$ cat src/rtl/multi_slave_wrr_scheduler.sv
// rtl/multi_slave_wrr_scheduler.sv - three-master weighted round-robin bridge onto a 4-phase slave port
module multi_slave_wrr_scheduler #(
    parameter int unsigned W0      = 2,
    parameter int unsigned W1      = 1,
    parameter int unsigned W2      = 1,
    parameter int unsigned TIMEOUT = 255
) (
    input  logic        clk,
    input  logic        rst_n,
    input  logic [2:0]  m_req,
    input  logic [31:0] m_data0,
    input  logic [31:0] m_data1,
    input  logic [31:0] m_data2,
    output logic [2:0]  m_ack,
    output logic        s_req,
    output logic [31:0] s_data,
    output logic        s_sel,
    input  logic        s_ack,
    output logic [1:0]  grant_id,
    output logic        busy,
    output logic        timeout_err,
    output logic [7:0]  err_count
);

    localparam logic [1:0] WT0      = (W0 == 0) ? 2'd1 : 2'(W0);
    localparam logic [1:0] WT1      = (W1 == 0) ? 2'd1 : 2'(W1);
    localparam logic [1:0] WT2      = (W2 == 0) ? 2'd1 : 2'(W2);
    localparam logic [7:0] TMR_LAST = 8'(TIMEOUT - 1);
    localparam logic [1:0] NO_GRANT = 2'd3;

    typedef enum logic [2:0] {
        IDLE  = 3'd0,
        GRANT = 3'd1,
        SREQ  = 3'd2,
        SREL  = 3'd3,
        MACK  = 3'd4
    } state_t;

    state_t      state_q, state_d;
    logic [1:0]  ptr_q, ptr_d;
    logic [1:0]  credit_q [3];
    logic [1:0]  credit_d [3];
    logic [7:0]  timer_q, timer_d;
    logic [1:0]  grant_q, grant_d;
    logic [31:0] s_data_q, s_data_d;
    logic        s_sel_q, s_sel_d;
    logic        terr_q, terr_d;
    logic [7:0]  err_q, err_d;

    logic [1:0]  cand0, cand1, cand2;
    logic [1:0]  winner;
    logic [31:0] granted_data;
    logic [7:0]  err_inc;

    function automatic logic [1:0] inc3(input logic [1:0] v);
        return (v == 2'd2) ? 2'd0 : v + 2'd1;
    endfunction

    function automatic logic [1:0] weight_of(input logic [1:0] g);
        case (g)
            2'd0:    return WT0;
            2'd1:    return WT1;
            default: return WT2;
        endcase
    endfunction

    // Rotating priority: ptr first, then the next two masters in order.
    always_comb begin
        cand0 = ptr_q;
        cand1 = inc3(cand0);
        cand2 = inc3(cand1);
        if (m_req[cand0])      winner = cand0;
        else if (m_req[cand1]) winner = cand1;
        else                   winner = cand2;
    end

    always_comb begin
        case (grant_q)
            2'd0:    granted_data = m_data0;
            2'd1:    granted_data = m_data1;
            default: granted_data = m_data2;
        endcase
    end

    assign err_inc = (err_q == 8'hFF) ? err_q : err_q + 8'd1;

    always_comb begin
        state_d  = state_q;
        ptr_d    = ptr_q;
        credit_d = credit_q;
        timer_d  = timer_q;
        grant_d  = grant_q;
        s_data_d = s_data_q;
        s_sel_d  = s_sel_q;
        terr_d   = 1'b0;
        err_d    = err_q;
        case (state_q)
            IDLE: begin
                if (|m_req) begin
                    grant_d = winner;
                    state_d = GRANT;
                end
            end
            GRANT: begin
                s_data_d = granted_data;
                s_sel_d  = granted_data[31];
                timer_d  = 8'd0;
                state_d  = SREQ;
            end
            SREQ: begin
                if (s_ack) begin
                    timer_d = 8'd0;
                    state_d = SREL;
                end else if (timer_q == TMR_LAST) begin
                    timer_d = 8'd0;
                    terr_d  = 1'b1;
                    err_d   = err_inc;
                    state_d = SREL;
                end else begin
                    timer_d = timer_q + 8'd1;
                end
            end
            SREL: begin
                if (!s_ack) begin
                    timer_d = 8'd0;
                    state_d = MACK;
                end else if (timer_q == TMR_LAST) begin
                    timer_d = 8'd0;
                    terr_d  = 1'b1;
                    err_d   = err_inc;
                    state_d = MACK;
                end else begin
                    timer_d = timer_q + 8'd1;
                end
            end
            MACK: begin
                // Credit is charged on every completed handshake, timed out or not.
                if (!m_req[grant_q]) begin
                    if (credit_q[grant_q] > 2'd1) begin
                        credit_d[grant_q] = credit_q[grant_q] - 2'd1;
                    end else begin
                        credit_d[grant_q] = weight_of(grant_q);
                        ptr_d             = inc3(grant_q);
                    end
                    grant_d = NO_GRANT;
                    state_d = IDLE;
                end
            end
            default: begin
                grant_d = NO_GRANT;
                state_d = IDLE;
            end
        endcase
    end

    always_ff @(posedge clk) begin
        if (!rst_n) begin
            state_q     <= IDLE;
            ptr_q       <= 2'd0;
            credit_q[0] <= WT0;
            credit_q[1] <= WT1;
            credit_q[2] <= WT2;
            timer_q     <= 8'd0;
            grant_q     <= NO_GRANT;
            s_data_q    <= 32'd0;
            s_sel_q     <= 1'b0;
            terr_q      <= 1'b0;
            err_q       <= 8'd0;
        end else begin
            state_q  <= state_d;
            ptr_q    <= ptr_d;
            credit_q <= credit_d;
            timer_q  <= timer_d;
            grant_q  <= grant_d;
            s_data_q <= s_data_d;
            s_sel_q  <= s_sel_d;
            terr_q   <= terr_d;
            err_q    <= err_d;
        end
    end

    assign m_ack       = (state_q == MACK) ? (3'b001 << grant_q) : 3'b000;
    assign s_req       = (state_q == SREQ);
    assign s_data      = s_data_q;
    assign s_sel       = s_sel_q;
    assign grant_id    = grant_q;
    assign busy        = (state_q != IDLE);
    assign timeout_err = terr_q;
    assign err_count   = err_q;

endmodule

$ cat config.mk
export PLATFORM = sky130hd
export DESIGN_NAME = multi_slave_wrr_scheduler
export DESIGN_NICKNAME = d
export VERILOG_FILES = /design/src/rtl/multi_slave_wrr_scheduler.sv
export SDC_FILE = /design/constraint.sdc
export NUM_CORES = 1
export LEC_CHECK = 0
export CORE_MARGIN = 2
export CORE_UTILIZATION = 42
export DETAILED_ROUTE_END_ITERATION = 6
export GPL_ROUTABILITY_DRIVEN = 1
export GPL_TIMING_DRIVEN = 0
export PLACE_DENSITY = 0.8
export SLEW_MARGIN = 20
export SYNTH_ARGS = -nofsm -noshare
export SYNTH_HDL_FRONTEND = slang
export SYNTH_SLANG_ARGS = --single-unit
$ cat constraint.sdc
create_clock -name clk -period 2.1 [get_ports clk]
set_input_delay 0.42 -clock clk [delete_from_list [all_inputs] [get_ports clk]]
set_output_delay 0.42 -clock clk [all_outputs]
set_load 0.02 [all_outputs]
-- Yosys cells after proc, flatten, opt, wreduce, memory -nomap -nowiden
Index checks and enable logic that the tools add are counted.
- bits in read-only memories: 0
- memories: 0
- word-level logic and storage cells: 105
- output and inout bits: 49
- latch bits: 0
- bits of input ports: 102
- RAM bits: 0
- register bits: 63
- div/mod/pow operators: 0
- shifts and indexed selects: 1
- add/sub/neg operators: 6
- equality and inequality tests: 16
- muxes and demuxes: 48
- multiply operators: 0
- bitwise operators: 4
- reduce and logical (&&, ||, !) cells: 13
- order comparisons: 6
- operators with widths (cell ; number):
    $pmux W32 S2 ; 1
    $mux W8 ; 7
    $mux W2 ; 14
    $pmux W8 S3 ; 1
    $mux W3 ; 7
    $add A8 B1 Y8 const B ; 2
    $eq A8 B8 Y1 const B ; 2
    $pmux W8 S2 ; 1
    $pmux W3 S5 ; 1
    $bwmux W6 ; 2
    $lt A2 B3 Y1 const B ; 3
    $reduce_and A3 Y1 ; 3
    $ne A2 B2 Y1 const B ; 4
    $add A2 B1 Y2 const B ; 3
    $bmux W1 S2 ; 3
    $eq A2 B2 Y1 const B ; 3
    $eq A3 B2 Y1 const B ; 2
    $mux W1 ; 6
    $mux W6 ; 1
    $pmux W2 S3 ; 1
    $reduce_bool A3 Y1 ; 2
    $reduce_or A3 Y1 ; 2
    $bmux W2 S2 ; 1
    $demux W2 S2 ; 1
    other kinds (19) ; 21

-- Depth between registers and ports, before layout
- depth in word-level cells: 10
- depth in mapped cells: 8
- gate-level depth less buffers: 6

-- Least setup slack after synthesis
OpenSTA, ideal clock, no wires.
- path type: register -> output
- start: reg grant_q[1], in the netlist grant_id[1]
- end: out m_ack[2]
- data arrival time: 1.604 ns
- cell stages (with the launch flop): 4
- data required time: 1.680 ns
- path buffers: 2
- slack: 0.076 ns
- cells stage by stage: dfxtp_1 -> clkbuf_1 -> clkbuf_1 -> nor3b_1
- cells in the longest elaborated chain, start to end: 2
- ends and longest elaborated chain (item ; RTL line ; source):
    start, declared ; 44 ; logic [1:0] grant_q, grant_d;
    start signal, assigned ; 174 ; grant_q <= grant_d;
    $shl A1 B2 Y3 ; 182 ; assign m_ack = (state_q == MACK) ? (3'b001 << grant_q) : 3'b000;
    $mux W3 ; 182 ;
    end, declared ; 14 ; output logic [2:0] m_ack,
No other way between the ends.

-- Worst setup path in the final report
- start: in s_ack
- end: reg err_q[6], in the netlist err_count[6]
- cells in the longest elaborated chain, start to end: 2
- elaborated cells between the ends (all ways): 3
- those cells by class: 2 x eq/ne; 1 x reduce/logical
- ends and longest elaborated chain (item ; RTL line ; source):
    start, declared ; 18 ; input logic s_ack,
    $ne A2 B2 Y1 (no line) ; - ;
    $reduce_and A3 Y1 (no line) (*) ; - ;
    end signal, assigned ; 178 ; err_q <= err_d;
    end, declared ; 48 ; logic [7:0] err_q, err_d;
Mark *: on every way between the ends. The rest lies on a longest branch, timed or not.
A chain may end at the register's enable or synchronous reset.

==> flow_summary.json <==
{
  "port_buffers": 149,
  "first_global_vias": 3639,
  "fin_crit_sh_pct": 99.1,
  "yosys-top-cells-area": "dfxtp_1 37%, nand2_1 12%, mux2i_1 12%",
  "crit_family": "simple AND/OR/NAND/NOR gates",
  "clock_sinks": 62,
  "syn_nets": 547,
  "maxSlewHeadroom_pct": 60.7,
  "cts_buffers": 9,
  "hold_class": "flip-flop to flip-flop",
  "multiInputGateArea_um2": 2000,
  "viasPerCell": 5.29,
  "internal_power_uw": 2850,
  "synth-async-reset-ratio_pct": 0,
  "critical_path.max_fanout": 7,
  "start_kind": "input pin",
  "utilization_pct": 67.7,
  "grt_overflow_total": 0,
  "final_common_cell": "clkdlybuf4s50_1",
  "required_ps": 2380,
  "pwr-share-clk_pct": 22.5,
  "grt_pass1_wl_um": 16700,
  "synthDistinctLibCells": 45,
  "regArea_um2": 1240,
  "setup_violations": 0,
  "syn-instance-count": 441,
  "finalMaxSlewViolations": 0,
  "cp_slowest_stage_delay_ps": 550,
  "drc": 0,
  "cts_hold_buf": 0,
  "fin_crit_ps": 2080,
  "leakage_uw": 0.00215,
  "grt_usage_pct": 24.0,
  "coreArea_um2": 7730,
  "antenna_found_initial": 0,
  "yosysTopAreaCell": "dfxtp_1",
  "avgSynthCellArea_um2": 7.63,
  "syn_area_um2": 3360,
  "grt_max_degree": 12,
  "max_freq_ghz": 0.481,
  "n_antenna_cell": 0,
  "ys_seq_elements": 62,
  "dr.pass1.iters": 4,
  "die-width_um": 93.5,
  "ys_seq_area_share_pct": 36.9,
  "grt_setup_unrepaired": "yes",
  "drt-total-wl_um": 10500,
  "initial_core_util_pct": 43.5,
  "max-vdd-ir-drop_v": 0.000425,
  "synth-edff-count": 0,
  "hold_viol": 0,
  "hpwlAfterDp_um": 8270,
  "dp_slack_ps": -434,
  "final_cells": 707,
  "drv_cap": 0,
  "ys.warnings.count": 0,
  "crit_chain": "clkdlybuf4s50_1, xor2_1, or4_4, buf_6, or4_1, a21oi_1",
  "worst-path-buf-inv": 2,
  "num_io_pins": 151,
  "power.density_nw_per_um2": 888,
  "ctsRootBufferMaster": "clkbuf_8",
  "gp_congestion": 0.867,
  "p_switching_uw": 1800,
  "clkTransAtPathRegs_ps": 80,
  "die_area_um2": 8740,
  "synth_ff_type": "dfxtp_1",
  "cts.path.max_buffers": 2,
  "area_delta_synth_final_pct": 55.6,
  "combPwrFrac_pct": 45.5,
  "fin_ws_ps": 19.4,
  "clk_latency_ps": 340,
  "rows": 32,
  "endpoint_kind": "flip-flop",
  "htree_levels": 3,
  "critPathSlowestCell": "or4_4",
  "post-place-cells": 692,
  "cts_tree": "yes",
  "vias": 3739,
  "crit_arrival_ps": 2360,
  "worstMarginPinSlew_ps": 589,
  "fin_nets": 706,
  "detail_route.wl_per_cell_um": 14.9,
  "status": "complete, no violations",
  "antenna_left": 0,
  "final_cell_mix": "144 x clkdlybuf4s50_1, 112 x nand2_1, 59 x dfxtp_1",
  "power_uw": 4650,
  "critical_path_class": "input pin to flip-flop",
  "pwr-share-seq_pct": 32.0,
  "fillers": 651,
  "skew_ps": 12.3,
  "switching_share_pct": 38.6,
  "drive_above_1_share_pct": 8.43,
  "drt_iter0_markers": 128,
  "hold_slack_ps": 458,
  "yosysTopAreaCellShare_pct": 36.9,
  "die_y_um": 93.5
}
==> Yosys cell counts, types with 2 or more instances <==
cell type,n
o21a_1,2
ha_1,4
nor2b_1,3
a21oi_1,43
xnor2_1,2
o41ai_1,2
a41o_1,3
nor2_1,15
or2_2,4
nand2b_1,4
o21ai_0,35
nor3_1,15
and3_1,2
mux2_2,2
mux2i_1,40
o31ai_1,3
a41oi_1,2
nand3_1,8
nand2_1,112
or4_1,7
o211ai_1,3
nand4_1,3
or3_1,5
dfxtp_1,62
inv_1,6
o2111ai_1,3
buf_2,6
clkbuf_1,25
xor2_1,4
==> per-layer routing <==
metal | vias to the layer above | routed length, um | GRT usage, %
met5 | - | 0 | 0
met4 | 0 | 185 | 9.31
met3 | 21 | 872 | 5.88
met2 | 152 | 5270 | 42.1
met1 | 1703 | 4180 | 28.0
li1 | 1863 | - | -
==> kinds of logic after synthesis <==
group | synth area share [%]
xor+xnor | 1.56
compound gates | 18.0
simple gates | 24.8
flops | 36.9
mux | 12.6
buf+inv | 4.69
fa+ha+maj | 1.49
==> flip-flops by register name (all words and copies together) (netlist names) <==
| signal | count |
|---|---|
| state_q | 3 |
| credit_q | 6 |
| timeout_err | 1 |
| s_data | 32 |
| cand0 | 2 |
| grant_id | 2 |
| timer_q | 8 |
| err_count | 8 |
==> power by group through the flow <==
| stage | Sequential [uW] | Combinational, uW | Clock [uW] |
|---|---|---|---|
| final | 1490 | 2110 | 1050 |
| after detailed placement | 1490 | 2120 | 0 |
| after global routing | 1510 | 2310 | 1120 |
| after floorplan | 1650 | 1100 | 0 |
| after global placement | 1480 | 2090 | 0 |
| after CTS | 1480 | 2110 | 1060 |
==> through the flow <==
step	TNS, ps	area, um2
after global routing	-50.9	5240
final	0	5240
after global placement	-3870	4980
after floorplan	0	3360
after detailed placement	-4220	4980
after CTS	0	5200
==> what timing repair did <==
item | in CTS | in global routing
endpoints found under the setup margin | 29 | 16
pin swaps | 3 | 4
setup buffers | 0 | 1
resized for setup | 32 | 13
==> path summary, 6_finish.rpt <==
check | start | end | slack [ps] | cells after the start
max | s_ack | err_count[6]$_SDFFE_PN0P_ | 20 | 6
min | s_data[15]$_SDFFE_PN0P_ | s_data[15]$_SDFFE_PN0P_ | 460 | 2
max reg2reg | timer_q[0]$_SDFFE_PN0P_ | err_count[6]$_SDFFE_PN0P_ | 70 | 7
min reg2reg | s_data[15]$_SDFFE_PN0P_ | s_data[15]$_SDFFE_PN0P_ | 460 | 2
==> final cells by class <==
class                           count  area share [%]
Buffer                             31            2.87
Multi-Input combinational cell    340            38.3
Sequential cell                    62            23.8
Inverter                            6           0.430
Clock inverter                      6            1.17
Timing Repair Buffer              150            28.4
Tap cell                          102            2.44
Clock buffer                       10            2.63
==> worst register-to-register path, cell delays in order, from the launching register on <==
cell and delay [ps]:
dfxtp_1 360, inv_1 90, ha_1 150, nand3_1 120, or4_4 450, buf_6 150
or4_1 510, a21oi_1 140
(Power assumes the default switching activity.)
==> patch 1 (same flow settings) <==
Take the reset off `s_data_q` and load it in a clocked block of its own.
--- a/src/rtl/multi_slave_wrr_scheduler.sv
+++ b/src/rtl/multi_slave_wrr_scheduler.sv
@@ -163,5 +163,4 @@
             timer_q     <= 8'd0;
             grant_q     <= NO_GRANT;
-            s_data_q    <= 32'd0;
             s_sel_q     <= 1'b0;
             terr_q      <= 1'b0;
@@ -173,9 +172,12 @@
             timer_q  <= timer_d;
             grant_q  <= grant_d;
-            s_data_q <= s_data_d;
             s_sel_q  <= s_sel_d;
             terr_q   <= terr_d;
             err_q    <= err_d;
         end
+    end
+
+    always_ff @(posedge clk) begin
+        s_data_q <= s_data_d;
     end
 
Check against the original RTL: differs if rst_n is asserted again (counterexample within 4 cycles, from zero or initial values and one cycle with rst_n low); with rst_n held inactive, the same outputs for 10 cycles.
==> patch 1 against the unedited design <==
Routed wire length down 6.9%. Utilization rose by 0.10 points. Synthesized cell count is 23% lower. Power down 7.7%. Highest routed layer unchanged. Cell area down 0.88%. Count of clock-buffer cells in the layout rose by 5. Hold slack improved by 0.034 ns. Sequential cell count rose by 1. Clock skew about the same. Setup slack better by 0.016 ns. Critical path depth fell by 3. Synthesized area down 2.6%. Via count down 15%.
==> patch 1: results (changes against the unedited design) <==
| Metric | Value |
|---|---|
| Hold Crit Class | register to register |
| Reg2reg path depth | 6 (-1) |
| Hold EP | timer_q[7]$_SDFFE_PN0P_ |
| Predominant post-synthesis flop cell | edfxtp_1 |
| Hold Crit Depth | 2 (unchanged) |
| Drt via density | 5.23 (-1.1%) |
| Port Buf Inserts | 150 (+0.67%) |
| FF-to-FF End | err_count[4]$_SDFFE_PN0P_ |
| Outcome | finished, final reports clean |
| Netlist cell types | 47 (+4.4%) |
| Routed WL | 9790 um (-6.9%) |
| First-pass GRT wire length | 14900 um (-11%) |
| Worst-margin pin slew | 0.592 ns (+0.00339 ns) |
| Critical path arrival | 1.64 ns (-0.72 ns) |
| Final cell count without fillers | 605 (-14%) |
| Layout cell share with drive strength beyond 1 | 9.15% (+0.72 points) |
| HPWL after detailed placement | 7540 um (-8.9%) |
| Number of flip-flops in the largest register | 32 (unchanged) |
| Nets | 604 (-14%) |
| GR Util All Layers | 22.5% (-1.6 points) |
| VDD IR max | 0.000473 V (+11%) |
| Most common library cells after synthesis | nand2_1, mux2i_1, o21ai_0 |
| P_int | 2900 uW (+1.8%) |
| Fillers | 602 (-7.5%) |
| Gate Count Post-Synth | 338 (-23%) |
| Hold Startpoint | timer_q[7]$_SDFFE_PN0P_ |
| Worst r2r src | timer_q[0]$_SDFFE_PN0P_ |
| Slowest cell on crit path | or3_1 |
| M1 GR Usage | 29.0% (+0.99 points) |
| Inserted Clock Buffers | 9 (unchanged) |
| Area post-placement | 4950 um2 (-0.70%) |
| Drt initial violations | 119 (-7.0%) |
| Syn Nets | 444 (-19%) |
| RD Place Congestion | 0.897 (+3.5%) |
| Ranking of synthesized cells by area | edfxtp_1, dfxtp_1, mux2i_1, o21ai_0, nand2_1 |
| CTS Buffer Depth | 2 (unchanged) |
| Leak | 0.00212 uW (-1.5%) |
| Worst Clk Skew | 0.0120 ns (-0.000325 ns) |
| Register area share after synthesis | 48.3% (+11 points) |
| Biggest cell delay along the critical path | 0.42 ns (-0.13 ns) |
| Vias in the first global route | 2975 (-18%) |
| EDFF count, synth | 32 (+32) |
| H-tree depth | 3 (unchanged) |
| Placed cells | 592 (-14%) |
| Met3 Track Usage GR | 4.07% (-1.8 points) |
| Initial antenna violation count | 0 (unchanged) |
| Setup Viol. Count Final | 0 (unchanged) |
| Met2 usage | 36.5% (-5.6 points) |
| Worst-path fanout max | 10 (+3) |
| Largest net degree at the start of global routing | 16 (+4) |
| TritonRoute pass-1 iters | 4 (unchanged) |
| R2r setup slk | 0.11 ns (+0.04 ns) |
[patch 1: cell count changes after synthesis, sizes merged, moves of 3 or more]
cell,unedited run,this run
nand2,112,46
edfxtp,0,32
a21oi,43,12
dfxtp,62,31
clkbuf,25,15
nor2,15,22
nor3,15,9
o21ai,36,41
or4,7,3
o2111ai,3,0
[patch 1: per-stage QoR]
step	worst slack [ns]	power [uW]	util, %	hold WS, ns
after floorplan	0.0559	2500	-	0.443
after global placement	-0.681	3160	64.4	0.460
after detailed placement	-0.712	3220	64.7	0.485
after CTS	0.00110	4300	67.5	0.494
after global routing	0.00307	4490	67.9	0.525
final	0.0352	4290	67.9	0.492
[patch 1: cell type report]
cell class | instances | area, um2 | area share, %
inverters | 4 | 15.0 | 0.289
plain buffers | 21 | 119 | 2.29
clock buffers | 15 | 199 | 3.83
clock inverters | 1 | 7.51 | 0.145
well taps | 102 | 128 | 2.46
flip-flops and latches | 63 | 1590 | 30.6
multi-input cells | 247 | 1620 | 31.2
repair buffers | 152 | 1520 | 29.2
[patch 1: per-layer routing]
layer  vias up  part of all wire, %
li1       1567                    -
met1      1472                   42
met2       101                   50
met3        23                  4.4
met4         0                  3.1
met5         -                    0
[patch 1: power by group through the flow]
stage                     combinational, uW  clock (uW)  sequential (uW)
after floorplan                         711           0             1790
after detailed placement               1620           0             1600
after global routing                   1750        1140             1610
after CTS                              1630        1080             1590
after global placement                 1560           0             1600
final                                  1630        1070             1590
[patch 1: worst max-delay path, delay by kind of cell, from the launching register on]
| family | cells | cell delay (ns) |
|---|---|---|
| DFF | 1 | 0.35 |
| and+or+nand+nor | 1 | 0.42 |
| buffers and inverters | 2 | 0.54 |
[patch 1: timing repair]
| item | in CTS | in global routing |
|---|---|---|
| buffers inserted | 0 | 0 |
| resized for setup | 28 | 16 |
| hold buffers | 0 | 0 |
| setup endpoints to repair | 22 | 16 |
| pin swaps | 0 | 0 |
[patch 1: how the worst max path moves through the flow]
stage	startpoint	to	slack, ns
floorplan	state_q[0]$_SDFFE_PN0P_	s_sel$_SDFFE_PN0P_	0.06
global placement	grant_id[1]$_SDFFE_PN1P_	m_ack[0]	-0.68
detailed placement	grant_id[1]$_SDFFE_PN1P_	m_ack[0]	-0.71
CTS	grant_id[1]$_SDFFE_PN1P_	m_ack[0]	0.001
global route	state_q[0]$_SDFFE_PN0P_	busy	0.003
finish	state_q[0]$_SDFFE_PN0P_	busy	0.04
[patch 1: kinds of logic after synthesis]
logic type / Yosys count / share of synthesized area (%)
XOR/XNOR: 6 / 1.60
multiplexers: 43 / 13.2
adder cells (fa/ha/maj): 4 / 1.53
buffers and inverters: 28 / 3.63
flip-flops: 63 / 48.3
AND/OR/NAND/NOR: 118 / 17.8
AO/OA/AOI/OAI: 76 / 14.0
==> patch 2 (same flow settings) <==
Without the edit above. `TIMEOUT`: 255 -> 127.
--- a/src/rtl/multi_slave_wrr_scheduler.sv
+++ b/src/rtl/multi_slave_wrr_scheduler.sv
@@ -4,5 +4,5 @@
     parameter int unsigned W1      = 1,
     parameter int unsigned W2      = 1,
-    parameter int unsigned TIMEOUT = 255
+    parameter int unsigned TIMEOUT = 127
 ) (
     input  logic        clk,
Check against the original RTL: same outputs for any inputs over 10 cycles, from zero or initial values and one cycle with rst_n low; that may be too few to reach the edited logic, so the function may still have changed.
==> patch 2 against the unedited design <==
Power down 7.5%. Sequential cell count unchanged. Maximum frequency up 2.1%. Die area up 1.1%. Cell area up 1.6%. Cell count up 0.28%. Setup slack better by 0.043 ns. Global-route usage about the same. Routed wire length up 1.4%. Synthesized area up 1.2%. Combinational power down 18%. Critical endpoint is now err_count[4]$_SDFFE_PN0P_.
==> patch 2: results (changes against the unedited design) <==
| Metric | Value |
|---|---|
| Predominant post-synthesis flop cell | dfxtp_1 |
| H-tree depth | 3 (unchanged) |
| Drt via density | 5.27 (-0.28%) |
| First-pass GRT wire length | 16700 um (about the same) |
| Gate Count Post-Synth | 441 (unchanged) |
| Layout cell share with drive strength beyond 1 | 9.72% (+1.3 points) |
| Root Driver | clkbuf_8 |
| Initial antenna violation count | 0 (unchanged) |
| Worst-margin pin slew | 0.541 ns (-0.0475 ns) |
| Fraction of registers with async set/reset | 0% (unchanged) |
| Clk_lat worst skew | 0.34 ns (about the same) |
| Placed cells | 692 (unchanged) |
| Critical path arrival | 2.31 ns (-0.05 ns) |
| TritonRoute pass-1 iters | 4 (unchanged) |
| Routed wire length per instance | 15.0 um (+1.2%) |
| Most common library cells after synthesis | nand2_1, dfxtp_1, a21oi_1 |
| Outcome | finished, final reports clean |
| GR Util All Layers | 24.0% (-0.034 points) |
| Hold Crit Class | register to register |
| Clock-pin slew on the worst setup and hold paths | 0.07 ns |
| Inserted Clock Buffers | 9 (unchanged) |
| Cts hold-fix bufs | 0 (unchanged) |
| Register area share after synthesis | 36.5% (-0.43 points) |
| Worst Clk Skew | 0.00914 ns (-0.00320 ns) |
| HPWL after detailed placement | 8200 um (-0.93%) |
| Netlist cell types | 51 (+13%) |
| RD Place Congestion | 0.833 (-3.9%) |
| Synth Warn # | 0 (unchanged) |
| Fillers | 679 (+4.3%) |
| Final cell count without fillers | 709 (+0.28%) |
| Leak | 0.00222 uW (+3.4%) |
| VDD IR max | 0.000401 V (-5.4%) |
| Vias in the first global route | 3657 (+0.49%) |
| Antenna diode count | 0 (unchanged) |
| Syn Nets | 547 (unchanged) |
| Worst-path fanout max | 7 (unchanged) |
| Drt initial violations | 144 (+13%) |
| Port Buf Inserts | 149 (unchanged) |
| Largest net degree at the start of global routing | 11 (-1) |
| Ranking of synthesized cells by area | dfxtp_1, nand2_1, mux2i_1, a21oi_1, o21ai_0 |
| Number of flip-flops in the largest register | 32 (unchanged) |
| CTS Buffer Depth | 2 (unchanged) |
-- patch 2: cell types whose count changed in the layout (fill, tap and decap cells not counted), sizes merged, moves of 3 or more --
| cell | unedited run | this run |
|---|---|---|
| nor3 | 15 | 8 |
| o21ai | 36 | 39 |
| clkbuf | 32 | 35 |
| o2111ai | 3 | 0 |
| nand2 | 112 | 109 |
| nor2 | 15 | 20 |
-- patch 2: worst paths after layout --
path	start	end	slack (ns)	depth (start not counted)
hold reg to reg	s_data[24]$_SDFFE_PN0P_	s_data[24]$_SDFFE_PN0P_	0.45	2
setup / recovery	timer_q[1]$_SDFFE_PN0P_	err_count[4]$_SDFFE_PN0P_	0.06	6
setup reg to reg	timer_q[1]$_SDFFE_PN0P_	err_count[4]$_SDFFE_PN0P_	0.06	6
hold / removal	s_data[24]$_SDFFE_PN0P_	s_data[24]$_SDFFE_PN0P_	0.45	2
-- patch 2: cells by family after synthesis --
logic type / after synthesis / synth area share, %
xor+xnor: 6 / 1.54
flops: 62 / 36.5
fa+ha+maj: 4 / 1.47
mux: 42 / 12.4
buf+inv: 41 / 5.81
compound gates: 105 / 17.6
simple gates: 181 / 24.7
-- patch 2: worst max-delay path: stages (launching register included) --
cell and delay [ns]:
dfxtp_1 0.38, ha_1 0.17, nand3b_1 0.11, or4b_1 0.47, buf_4 0.17, or4_4 0.51, a21oi_2 0.14
-- patch 2: area by class of cell --
cell class,count,area (um2),area share [%]
buffer,33,190,3.58
sequential,62,1250,23.4
multi-input combinational,338,2010,37.9
inverter,6,22.5,0.423
clock buffer,12,145,2.73
clock inverter,4,70.1,1.32
timing repair buffer,152,1500,28.3
tap,102,128,2.40
-- patch 2: power breakdown --
| group | switching (uW) | total, uW | internal, uW |
|---|---|---|---|
| clock network | 459 | 1160 | 698 |
| logic | 945 | 1740 | 795 |
| registers | 91.0 | 1400 | 1310 |
-- patch 2: routing by layer --
| layer | track usage (%) | wire length [um] | part of all wire [%] |
|---|---|---|---|
| met1 | 27.7 | 4330 | 41 |
| met2 | 41.5 | 5430 | 51 |
| met3 | 7.38 | 784 | 7.4 |
| met4 | 8.82 | 120 | 1.1 |
| met5 | 0 | 0 | 0 |
-- patch 2: stage by stage --
step	worst slack, ns	area, um2	util, %	power [uW]
global placement	-0.554	5020	64.3	3090
finish	0.0628	5320	68.1	4300
global route	-0.00367	5320	68.1	4530
CTS	0.00607	5240	67.2	4270
detailed placement	-0.549	5020	64.3	3120
floorplan	0.0744	3400	-	2410
-- patch 2: repair_timing --
action / 4_1_cts / 5_1_grt
buffers inserted: 0 / 3
pin swaps: 0 / 1
setup endpoints to repair: 42 / 37
resized for setup: 27 / 23
